$ cat config.mk
export PLATFORM = sky130hd
export DESIGN_NAME = vga_frame_capture
export DESIGN_NICKNAME = d
export VERILOG_FILES = /design/src/rtl/vga_cap_pkg.sv /design/src/rtl/vga_cap_fifo.sv /design/src/rtl/vga_frame_capture.sv
export SDC_FILE = /design/constraint.sdc
export NUM_CORES = 2
export LEC_CHECK = 0
export ABC_AREA = 1
export BUFFER_PORTS_ARGS = -buffer_cell sky130_fd_sc_hd__buf_2
export CORE_UTILIZATION = 61
export DETAILED_ROUTE_END_ITERATION = 8
export HOLD_SLACK_MARGIN = 0.02
export PLACE_DENSITY = 0.78
export REMOVE_ABC_BUFFERS = 1
export SLEW_MARGIN = 5
export SYNTH_ARGS = -nofsm -noshare
export SYNTH_HDL_FRONTEND = slang
export SYNTH_SLANG_ARGS = --single-unit
$ cat constraint.sdc
create_clock -name clk_clk -period 4.4 [get_ports clk_clk]
set_input_delay 0 -clock clk_clk [delete_from_list [all_inputs] [get_ports clk_clk]]
set_output_delay 0 -clock clk_clk [all_outputs]
set_load 0.005 [all_outputs]
$ cat src/rtl/vga_cap_pkg.sv
// ============================================================================
// Module      : vga_cap_pkg
// Description : Shared types, default geometry and helpers for the VGA
//               frame capture block.
// Revision    : 1.0 - initial release
// ============================================================================
`default_nettype none

package vga_cap_pkg;

  localparam int H_ACTIVE_DEF  = 640;
  localparam int V_ACTIVE_DEF  = 480;
  localparam int BURST_LEN_DEF = 8;
  localparam int FRAME_PIXELS  = H_ACTIVE_DEF * V_ACTIVE_DEF;
  localparam int BURST_W       = $clog2(BURST_LEN_DEF) + 1;

  typedef logic [31:0] pix_word_t;

  typedef enum logic [2:0] {
    CAP_IDLE    = 3'd0,
    CAP_ARMED   = 3'd1,
    CAP_CAPTURE = 3'd2,
    CAP_DRAIN   = 3'd3,
    CAP_ABORT   = 3'd4
  } cap_state_t;

  typedef enum logic [0:0] {
    MST_IDLE  = 1'b0,
    MST_BURST = 1'b1
  } mst_state_t;

  function automatic pix_word_t pack_pixel(input logic [7:0] r, input logic [7:0] g,
                                           input logic [7:0] b);
    return {8'h00, r, g, b};
  endfunction

endpackage

`default_nettype wire

$ cat src/rtl/vga_cap_fifo.sv
// ============================================================================
// Module      : vga_cap_fifo
// Description : Synchronous show-ahead pixel FIFO with occupancy count.
// Revision    : 1.0 - initial release
// ============================================================================
`default_nettype none

module vga_cap_fifo #(
  parameter int DEPTH = 64
) (
  input  logic                     clk,
  input  logic                     rst,
  input  logic                     i_push,
  input  logic [31:0]              i_data,
  input  logic                     i_pop,
  output logic [31:0]              o_data,
  output logic [$clog2(DEPTH):0]   o_count,
  output logic                     o_empty
);

  localparam int AW = $clog2(DEPTH);

  logic [31:0]   r_mem [DEPTH];
  logic [AW-1:0] r_wr_ptr;
  logic [AW-1:0] r_rd_ptr;
  logic [AW:0]   r_count;

  // Caller guarantees a push is only issued when a slot is free this cycle.
  always_ff @(posedge clk) begin
    if (i_push) begin
      r_mem[r_wr_ptr] <= i_data;
    end
  end

  always_ff @(posedge clk) begin
    if (rst) begin
      r_wr_ptr <= '0;
      r_rd_ptr <= '0;
      r_count  <= '0;
    end else begin
      if (i_push) r_wr_ptr <= r_wr_ptr + AW'(1);
      if (i_pop)  r_rd_ptr <= r_rd_ptr + AW'(1);
      case ({i_push, i_pop})
        2'b10:   r_count <= r_count + (AW+1)'(1);
        2'b01:   r_count <= r_count - (AW+1)'(1);
        default: r_count <= r_count;
      endcase
    end
  end

  assign o_data  = r_mem[r_rd_ptr];
  assign o_count = r_count;
  assign o_empty = (r_count == '0);

endmodule

`default_nettype wire

$ cat src/rtl/vga_frame_capture.sv
// ============================================================================
// Module      : vga_frame_capture
// Description : VGA stream sink; packs active pixels and bursts whole frames
//               into memory over an Avalon-MM write master.
// Revision    : 1.0 - initial release
// ============================================================================
`default_nettype none

module vga_frame_capture import vga_cap_pkg::*; #(
  parameter int H_ACTIVE   = H_ACTIVE_DEF,
  parameter int V_ACTIVE   = V_ACTIVE_DEF,
  parameter int FIFO_DEPTH = 64,
  parameter int BURST_LEN  = BURST_LEN_DEF,
  parameter int ADDR_W     = 32
) (
  input  logic                          clk_clk,
  input  logic                          reset_reset,
  input  logic [7:0]                    vga_red,
  input  logic [7:0]                    vga_green,
  input  logic [7:0]                    vga_blue,
  input  logic                          vga_hs,
  input  logic                          vga_vs,
  input  logic                          vga_blank,
  input  logic                          pix_en,
  input  logic                          cap_enable,
  input  logic [ADDR_W-1:0]             frame_base,
  output logic [ADDR_W-1:0]             avm_address,
  output logic                          avm_write,
  output logic [31:0]                   avm_writedata,
  output logic [3:0]                    avm_byteenable,
  output logic [$clog2(BURST_LEN):0]    avm_burstcount,
  input  logic                          avm_waitrequest,
  output logic                          frame_done,
  output logic                          overflow
);

  localparam int N_PIX = H_ACTIVE * V_ACTIVE;
  localparam int PC_W  = $clog2(N_PIX + 1);
  localparam int CNT_W = $clog2(FIFO_DEPTH) + 1;
  localparam int BC_W  = $clog2(BURST_LEN) + 1;

  cap_state_t        r_cap_state, w_cap_next;
  mst_state_t        r_mst_state, w_mst_next;
  logic              r_vs_prev;
  logic [PC_W-1:0]   r_pix_cnt;
  logic              r_overflow;
  logic [ADDR_W-1:0] r_next_addr;
  logic [ADDR_W-1:0] r_burst_addr;
  logic [BC_W-1:0]   r_burst_cnt;
  logic [BC_W-1:0]   r_beats_left;

  logic              w_sof, w_pop, w_pix_req, w_push_ok, w_push, w_reject;
  logic              w_wr_done, w_frame_done, w_start_frame, w_start_burst;
  logic [BC_W-1:0]   w_burst_len;
  logic [31:0]       w_fifo_head;
  logic [CNT_W-1:0]  w_fifo_count;
  logic              w_fifo_empty;
  logic              w_unused;

  assign w_unused = ^{vga_hs, frame_base[1:0]};

  assign w_sof     = pix_en && r_vs_prev && !vga_vs;
  assign w_pop     = (r_mst_state == MST_BURST) && !avm_waitrequest;
  assign w_pix_req = (r_cap_state == CAP_CAPTURE) && pix_en && vga_blank && cap_enable && !w_sof;
  // A full FIFO still takes a pixel when the master frees a slot the same cycle.
  assign w_push_ok = (w_fifo_count < CNT_W'(FIFO_DEPTH)) || w_pop;
  assign w_push    = w_pix_req && w_push_ok;
  assign w_reject  = w_pix_req && !w_push_ok;
  assign w_wr_done = w_fifo_empty && (r_mst_state == MST_IDLE);
  assign w_start_frame = (r_cap_state == CAP_ARMED) && (w_cap_next == CAP_CAPTURE);

  vga_cap_fifo #(.DEPTH(FIFO_DEPTH)) u_fifo (
    .clk     (clk_clk),
    .rst     (reset_reset),
    .i_push  (w_push),
    .i_data  (pack_pixel(vga_red, vga_green, vga_blue)),
    .i_pop   (w_pop),
    .o_data  (w_fifo_head),
    .o_count (w_fifo_count),
    .o_empty (w_fifo_empty)
  );

  always_comb begin
    w_cap_next   = r_cap_state;
    w_frame_done = 1'b0;
    case (r_cap_state)
      CAP_IDLE:    if (cap_enable) w_cap_next = CAP_ARMED;
      CAP_ARMED: begin
        if (!cap_enable)  w_cap_next = CAP_IDLE;
        else if (w_sof)   w_cap_next = CAP_CAPTURE;
      end
      CAP_CAPTURE: begin
        if (w_reject)
          w_cap_next = CAP_ABORT;
        else if (w_sof || !cap_enable || (w_push && r_pix_cnt == PC_W'(N_PIX - 1)))
          w_cap_next = CAP_DRAIN;
      end
      CAP_DRAIN: if (w_wr_done) begin
        w_frame_done = 1'b1;
        w_cap_next   = cap_enable ? CAP_ARMED : CAP_IDLE;
      end
      CAP_ABORT: if (w_wr_done) w_cap_next = cap_enable ? CAP_ARMED : CAP_IDLE;
      default:     w_cap_next = CAP_IDLE;
    endcase
  end

  always_ff @(posedge clk_clk) begin
    if (reset_reset) begin
      r_cap_state <= CAP_IDLE;
      r_vs_prev   <= 1'b0;
      r_pix_cnt   <= '0;
      r_overflow  <= 1'b0;
    end else begin
      r_cap_state <= w_cap_next;
      if (pix_en) r_vs_prev <= vga_vs;
      if (w_start_frame) begin
        r_pix_cnt  <= '0;
        r_overflow <= 1'b0;
      end else begin
        if (w_push)   r_pix_cnt  <= r_pix_cnt + PC_W'(1);
        if (w_reject) r_overflow <= 1'b1;
      end
    end
  end

  assign w_burst_len = (w_fifo_count >= CNT_W'(BURST_LEN)) ? BC_W'(BURST_LEN)
                                                            : BC_W'(w_fifo_count);

  always_comb begin
    w_mst_next    = r_mst_state;
    w_start_burst = 1'b0;
    case (r_mst_state)
      MST_IDLE: begin
        if ((w_fifo_count >= CNT_W'(BURST_LEN)) ||
            (!w_fifo_empty && (r_cap_state == CAP_DRAIN || r_cap_state == CAP_ABORT))) begin
          w_mst_next    = MST_BURST;
          w_start_burst = 1'b1;
        end
      end
      MST_BURST: if (w_pop && r_beats_left == BC_W'(1)) w_mst_next = MST_IDLE;
      default:   w_mst_next = MST_IDLE;
    endcase
  end

  // The next-burst address advances when a burst is issued, not when it ends.
  always_ff @(posedge clk_clk) begin
    if (reset_reset) begin
      r_mst_state  <= MST_IDLE;
      r_next_addr  <= '0;
      r_burst_addr <= '0;
      r_burst_cnt  <= '0;
      r_beats_left <= '0;
    end else begin
      r_mst_state <= w_mst_next;
      if (w_start_frame) r_next_addr <= {frame_base[ADDR_W-1:2], 2'b00};
      if (w_start_burst) begin
        r_burst_addr <= r_next_addr;
        r_burst_cnt  <= w_burst_len;
        r_beats_left <= w_burst_len;
        r_next_addr  <= r_next_addr + {{(ADDR_W-BC_W-2){1'b0}}, w_burst_len, 2'b00};
      end else if (w_pop) begin
        r_beats_left <= r_beats_left - BC_W'(1);
      end
    end
  end

  assign avm_write      = (r_mst_state == MST_BURST);
  assign avm_address    = r_burst_addr;
  assign avm_burstcount = r_burst_cnt;
  assign avm_writedata  = avm_write ? w_fifo_head : 32'h0;
  assign avm_byteenable = 4'hF;
  assign overflow       = r_overflow;
  assign frame_done     = w_frame_done && !reset_reset;

endmodule

`default_nettype wire
== Word level (Yosys, flattened, before mapping) ==
Memories as Yosys holds them, arrays and structs flattened. A register that Yosys moved wholly into a read port is not among the register bits.
Cells that the tools add are included.

* Add/subtract/negate cells: 7
* Magnitude comparators: 2
* Eq/ne operators: 9
* Muxes and demuxes: 25
* Bitwise logic cells: 1
* Reductions and logical operators: 34

{| class="wikitable"
|+ Operators with widths
! operator !! number
|-
| 32-bit 2-to-1 mux || 3
|-
| 32-bit by 6-bit adder with 32-bit output || 1
|-
| 19-bit by 1-bit adder with 19-bit output, second input constant || 1
|-
| 19-bit == test, second input constant || 1
|-
| 3-bit 2-to-1 mux || 6
|-
| 1-bit logical AND || 15
|-
| 7-bit one-hot mux with 2 select lines || 1
|-
| 6-bit by 1-bit adder with 6-bit output, second input constant || 2
|-
| 4-bit 2-to-1 mux || 3
|-
| 6-bit 2-to-1 mux || 2
|-
| 3-bit one-hot mux with 4 select lines || 1
|-
| 3-bit by 2-bit == test with 1-bit output, second input constant || 3
|-
| 1-bit 2-to-1 mux || 8
|-
| 7-bit by 1-bit adder with 7-bit output, second input constant || 1
|-
| 7-bit by 4-bit >= comparator with 1-bit output, second input constant || 1
|-
| 1-bit logical NOT || 7
|-
| 7-bit logical NOT || 1
|-
| 7-bit < comparator, second input constant || 1
|-
| 7-bit by 1-bit subtractor with 7-bit output, second input constant || 1
|-
| 2-bit nonzero test || 3
|-
| 1-bit logical OR || 5
|-
| 4-bit by 1-bit == test with 1-bit output, second input constant || 1
|-
| 2-bit OR reduction || 2
|-
| 4-bit by 1-bit subtractor with 4-bit output, second input constant || 1
|-
| other kinds (7) || 7
|}

* Register bits after elaboration: 116
* RAM bits: 1536
* Input bits: 64
* Output and inout bits: 75
* Logic and storage cells: 91
* Memories kept: 1

{| class="wikitable"
|+ Memories
! memory !! words !! bits a word !! read ports !! clocked after memory_dff !! write ports !! RTL line !! RTL
|-
| u_fifo.r_mem || 64 || 24 || 1 || 1 || 1 || vga_cap_fifo.sv:23 || <nowiki>logic [31:0] r_mem [DEPTH];</nowiki>
|}

== Depth between registers and ports, before layout ==
* Depth in word-level cells: 15
* Depth in mapped cells: 19

== Modules after synthesis ==
Synthesis repeated with hierarchy kept, for this count alone.

* Cell total of the unflattened synthesis: 7792
* Area total of the unflattened synthesis: 88922.8 um^2

{| class="wikitable"
|+ Modules (own cells, without submodules)
! module !! times used !! cells an instance !! area each (um^2) !! sequential area each (um^2)
|-
| vga_cap_fifo || 1 || 6895 || 83368.7 || 61999.5
|-
| vga_frame_capture || 1 || 897 || 5554.1 || 1861.8
|}

== Least setup slack after synthesis ==
Ideal clock, no wire load.

* Path type: register to register
* Start point: register r_cap_state[0]
* End point: memory u_fifo.r_mem[63][0] (netlist name) (enable)
* Library setup time: 0.435 ns
* Data arrival time: 2.850 ns
* Slack: 1.115 ns
* Stages on the path, launching flop included: 8
* Buffers on the path: 0
* Path through: dfxtp_1 -> nor3_2 -> nand3_1 -> nor2_2 -> nand2_2 -> nor2_4 -> nand2_1 -> nor3_1

* Longest elaborated chain between the ends: 8

{| class="wikitable"
|+ RTL lines
! element !! RTL line !! RTL
|-
| start: declaration || vga_frame_capture.sv:42 || <nowiki>cap_state_t r_cap_state, w_cap_next;</nowiki>
|-
| start signal: assignment || vga_frame_capture.sv:114 || <nowiki>r_cap_state <= w_cap_next;</nowiki>
|-
| 3-bit by 2-bit == test with 1-bit output || vga_frame_capture.sv:64 || <nowiki>assign w_pix_req = (r_cap_state == CAP_CAPTURE) && pix_en && vga_blank && cap_enable && !w_sof;</nowiki>
|-
| 1-bit logical AND (4 in series) || vga_frame_capture.sv:64 ||
|-
| 1-bit logical AND || vga_frame_capture.sv:67 || <nowiki>assign w_push = w_pix_req && w_push_ok;</nowiki>
|-
| 1-bit 2-to-1 mux || vga_cap_fifo.sv:30 || <nowiki>if (i_push) begin</nowiki>
|-
| 1-bit 2-to-1 mux (implied by the code) || vga_cap_fifo.sv:31 || <nowiki>r_mem[r_wr_ptr] <= i_data;</nowiki>
|-
| end: declaration || vga_cap_fifo.sv:23 ||
|}

No other way between the ends.

==> results.md <==
* Clk sink count at 1654
* Internal cell power at 25.26 mW
* H-tree levels at 4
* Worst R2R Start: r_cap_state[0]
* Syn Std Cell Area at approximately 0.069 mm2
* Initial antenna violation count at 3
* Root buffer cell: clkbuf_16
* FF+latch area at between 0.04 and 0.05 mm2
* Placeable Area at 0.1113 mm2
* Clock-pin slew on the worst setup and hold paths at 0.06 ns
* CTS resizes at 0
* Initial Utilization at approximately three fifths
* Top post-synthesis cells by area: edfxtp_1 (67%), nand2_1 (12%), nand3_1 (10%)
* Total GRT Usage at 31.15%
* Static leakage at 28.12 nW
* Final hold vios at 0
* Post-DP Area at 0.07064 mm2
* Fin Setup TNS at 0 ns
* CTS Buffer Depth at 3
* Vias at 48.28k
* Worst slew pin tran at 1.318 ns
* Worst-path maximum fanout at 222
* Sw frac at 19.24%
* Cell row count at 122
* Status: complete, no violations
* Arrival time worst endpoint at 4.03 ns
* Clock power frac at 43.8%
* Post-synth cell types at 45
* Avg Cell Area, Syn at 11.10 um2
* Worst reg2reg path depth at 9
* Final slew viol count at 0
* Hold Startpoint: frame_base[31]
* Finish-stage setup viols at 0
* Fin area at 0.07658 mm2
* Share of layout cells above drive strength 1 at 9.106%
* Max-cap violations at 0
* Crit. End Element: primary output
* HPWL Detailed at 95.22 mm
* Die area at 0.1141 mm2
* Clock latency on the worst-skew pair at 0.78 ns
* Comb pwr share at 1.3%
* Worst rel slew slack at 12.11%
* CP Launch Type: register
* DRT antenna net count at 0
* RR Endpoint: u_fifo.r_mem[28][23]
* Routed wire length per instance at about 23 um
* Warnings from Yosys at 0
* Final worst-path cycle share at approximately 92%
* Drt total wl at 178.9 mm
* RSZ-0062 raised after global routing: no
* Die width at 337.7 um
* Worst reg-to-reg setup slack at 0.76 ns
* Multi-input logic area at 0.01766 mm2
* Pre-antenna DRT Iters at 7
* Synth top cells by count: nand2_1 (2196), edfxtp_1 (1536), nand3_1 (1371)
* Vias in the first global route at 45.72k
* Psw at 6.017 mW
* Register area share after synthesis at 70.51%
* End of the critical path: avm_writedata[20]
* Async set-reset flop share out of synthesis at 0%
* Post-synth EDFFs at 1536
* Count of input and output buffers at 121
* Worst Skew at 0.02587 ns
* CTS tree: built
* Postcts setup bufs at 0
* Class of the most critical setup path: register to primary output
* Count leader, synth: nand2_1
* Syn Inst Count at about 6.2k
* Syn-to-layout area delta at 11.37%
* CTS buffer count at 161
* Synth Flop Type: edfxtp_1
* Power per cell area at between 400 and 500 mW/mm2
* Global placer's final weighted congestion at 0.8969
* Peak VDD IR at 0.3548 mV
* FILL cells at 7410
* Sequential fraction of design power at 54.9%
* Fmax at 0.2483 GHz
* Area share of the largest cell type after synthesis at 67.08%
* Hold WC Path Type: input port to register
* CP required at 4.40 ns
* # DRC at 0
* Ports at 139
* DRT iter0 DRCs at between 6k and 7k
* Global-route wire length before repair at 265.1 mm
* Fin nets at 6408
* Post-route minimum period at 4.028 ns
* Gr ovfl total at 0
* Die Y-Extent at 337.7 um
* Largest net degree at the start of global routing at roughly 220
* # hold bufs at CTS at 73
* Yosys reg bits at between 1.5k and 2k
* Vias per cell at 6.084
* Dominant cell type by area after synthesis: edfxtp_1
[power groups by stage]
stage,clock network [mW],registers (mW),logic (mW)
after floorplan,0,17.5,0.0272
after global placement,0,17.5,0.330
after detailed placement,0,17.5,0.342
after CTS,13.8,17.2,0.388
after global routing,14.4,17.2,0.418
final,13.7,17.2,0.402
[how the worst min path moves through the flow]
stage | to | slack [ns] | cells past startpoint
finish | r_next_addr[31] | 0.07 | 6
floorplan | frame_done | 0.04 | 1
CTS | r_vs_prev | 0.02 | 4
global placement | r_vs_prev | 0.28 | 3
global route | r_vs_prev | 0.08 | 4
detailed placement | r_vs_prev | 0.29 | 3
[layer usage]
| layer | GRT usage, % | share of wire [%] |
|---|---|---|
| met5 | 0 | 0.0045 |
| met4 | 14.37 | 4.1 |
| met3 | 6.132 | 12 |
| met2 | 50.22 | 48 |
| met1 | 41.08 | 36 |
[critical path, stage by stage (launching register included)]
cell	delay (ns)
dfxtp_4	0.60
buf_12	0.64
nand2_1	0.12
nand3_1	0.13
nand3_1	0.09
nand2_1	0.12
nand2_1	0.14
nand3_1	0.18
nand3_1	0.12
a21oi_1	0.61
buf_2	0.23
[logic make-up (layout without fill, tap and decap cells)]
logic type | after synthesis | after routing | share of synthesized area [%]
buffers and inverters | 543 | 783 | 4.114
DFF | 1654 | 1654 | 70.51
adders and majority gates | 17 | 17 | 0.3312
and+or+nand+nor | 3776 | 3776 | 23.38
AOI/OAI and AO/OA | 180 | 180 | 1.374
xor gates and xnor gates | 22 | 22 | 0.2802
other | 2 | 15 | 0.01092
[final cells by class]
cell class                      count  share of cell area, %
Inverter                          157                 0.8137
Timing Repair Buffer              344                  3.559
Sequential cell                  1654                  63.34
Clock inverter                     76                  1.018
Clock buffer                      206                  5.782
Tap cell                         1488                  2.431
Antenna cell                        1               0.003268
Multi-Input combinational cell   4009                  23.06
[registers in the layout, indices dropped and copies added (netlist names), named ones only]
name,cells
avm_address,30
avm_burstcount,4
avm_write,1
overflow,1
r_beats_left,4
r_cap_state,3
r_next_addr,30
r_pix_cnt,19
r_vs_prev,1
u_fifo.o_count,7
u_fifo.r_mem,1536
u_fifo.r_rd_ptr,6
u_fifo.r_wr_ptr,6
[cell usage in the layout, fill, tap and decap left out, types with 8 or more instances in the layout]
cell type	n
a31oi_1	8
clkbuf_16	169
nor3_1	22
nand3b_1	8
edfxtp_1	1536
conb_1	14
xor2_1	18
clkinv_2	23
ha_1	15
nor2_1	75
clkinv_1	27
buf_4	129
buf_12	21
dfxtp_1	113
buf_2	121
bufinv_16	16
o21ai_0	56
nand4_1	20
nor2_2	65
nand3_1	1371
inv_1	149
a21oi_1	100
nand2_1	2196
dlygate4sd3_1	73
clkbuf_1	31
[per-stage QoR]
step	hold WS, ns	utilization (%)	std cells	power (mW)	worst slack (ns)
finish	0.07365	68.82	7935	31.27	0.3722
global route	0.08017	68.82	7934	31.94	0.3346
CTS	0.02015	68.82	7934	31.33	0.4798
detailed placement	0.2915	63.48	7579	17.85	1.075
global placement	0.2789	63.48	7579	17.83	1.122
floorplan	0.03646	-	5820	17.53	-23.47
Note: power is estimated with default switching activity, not from simulation.
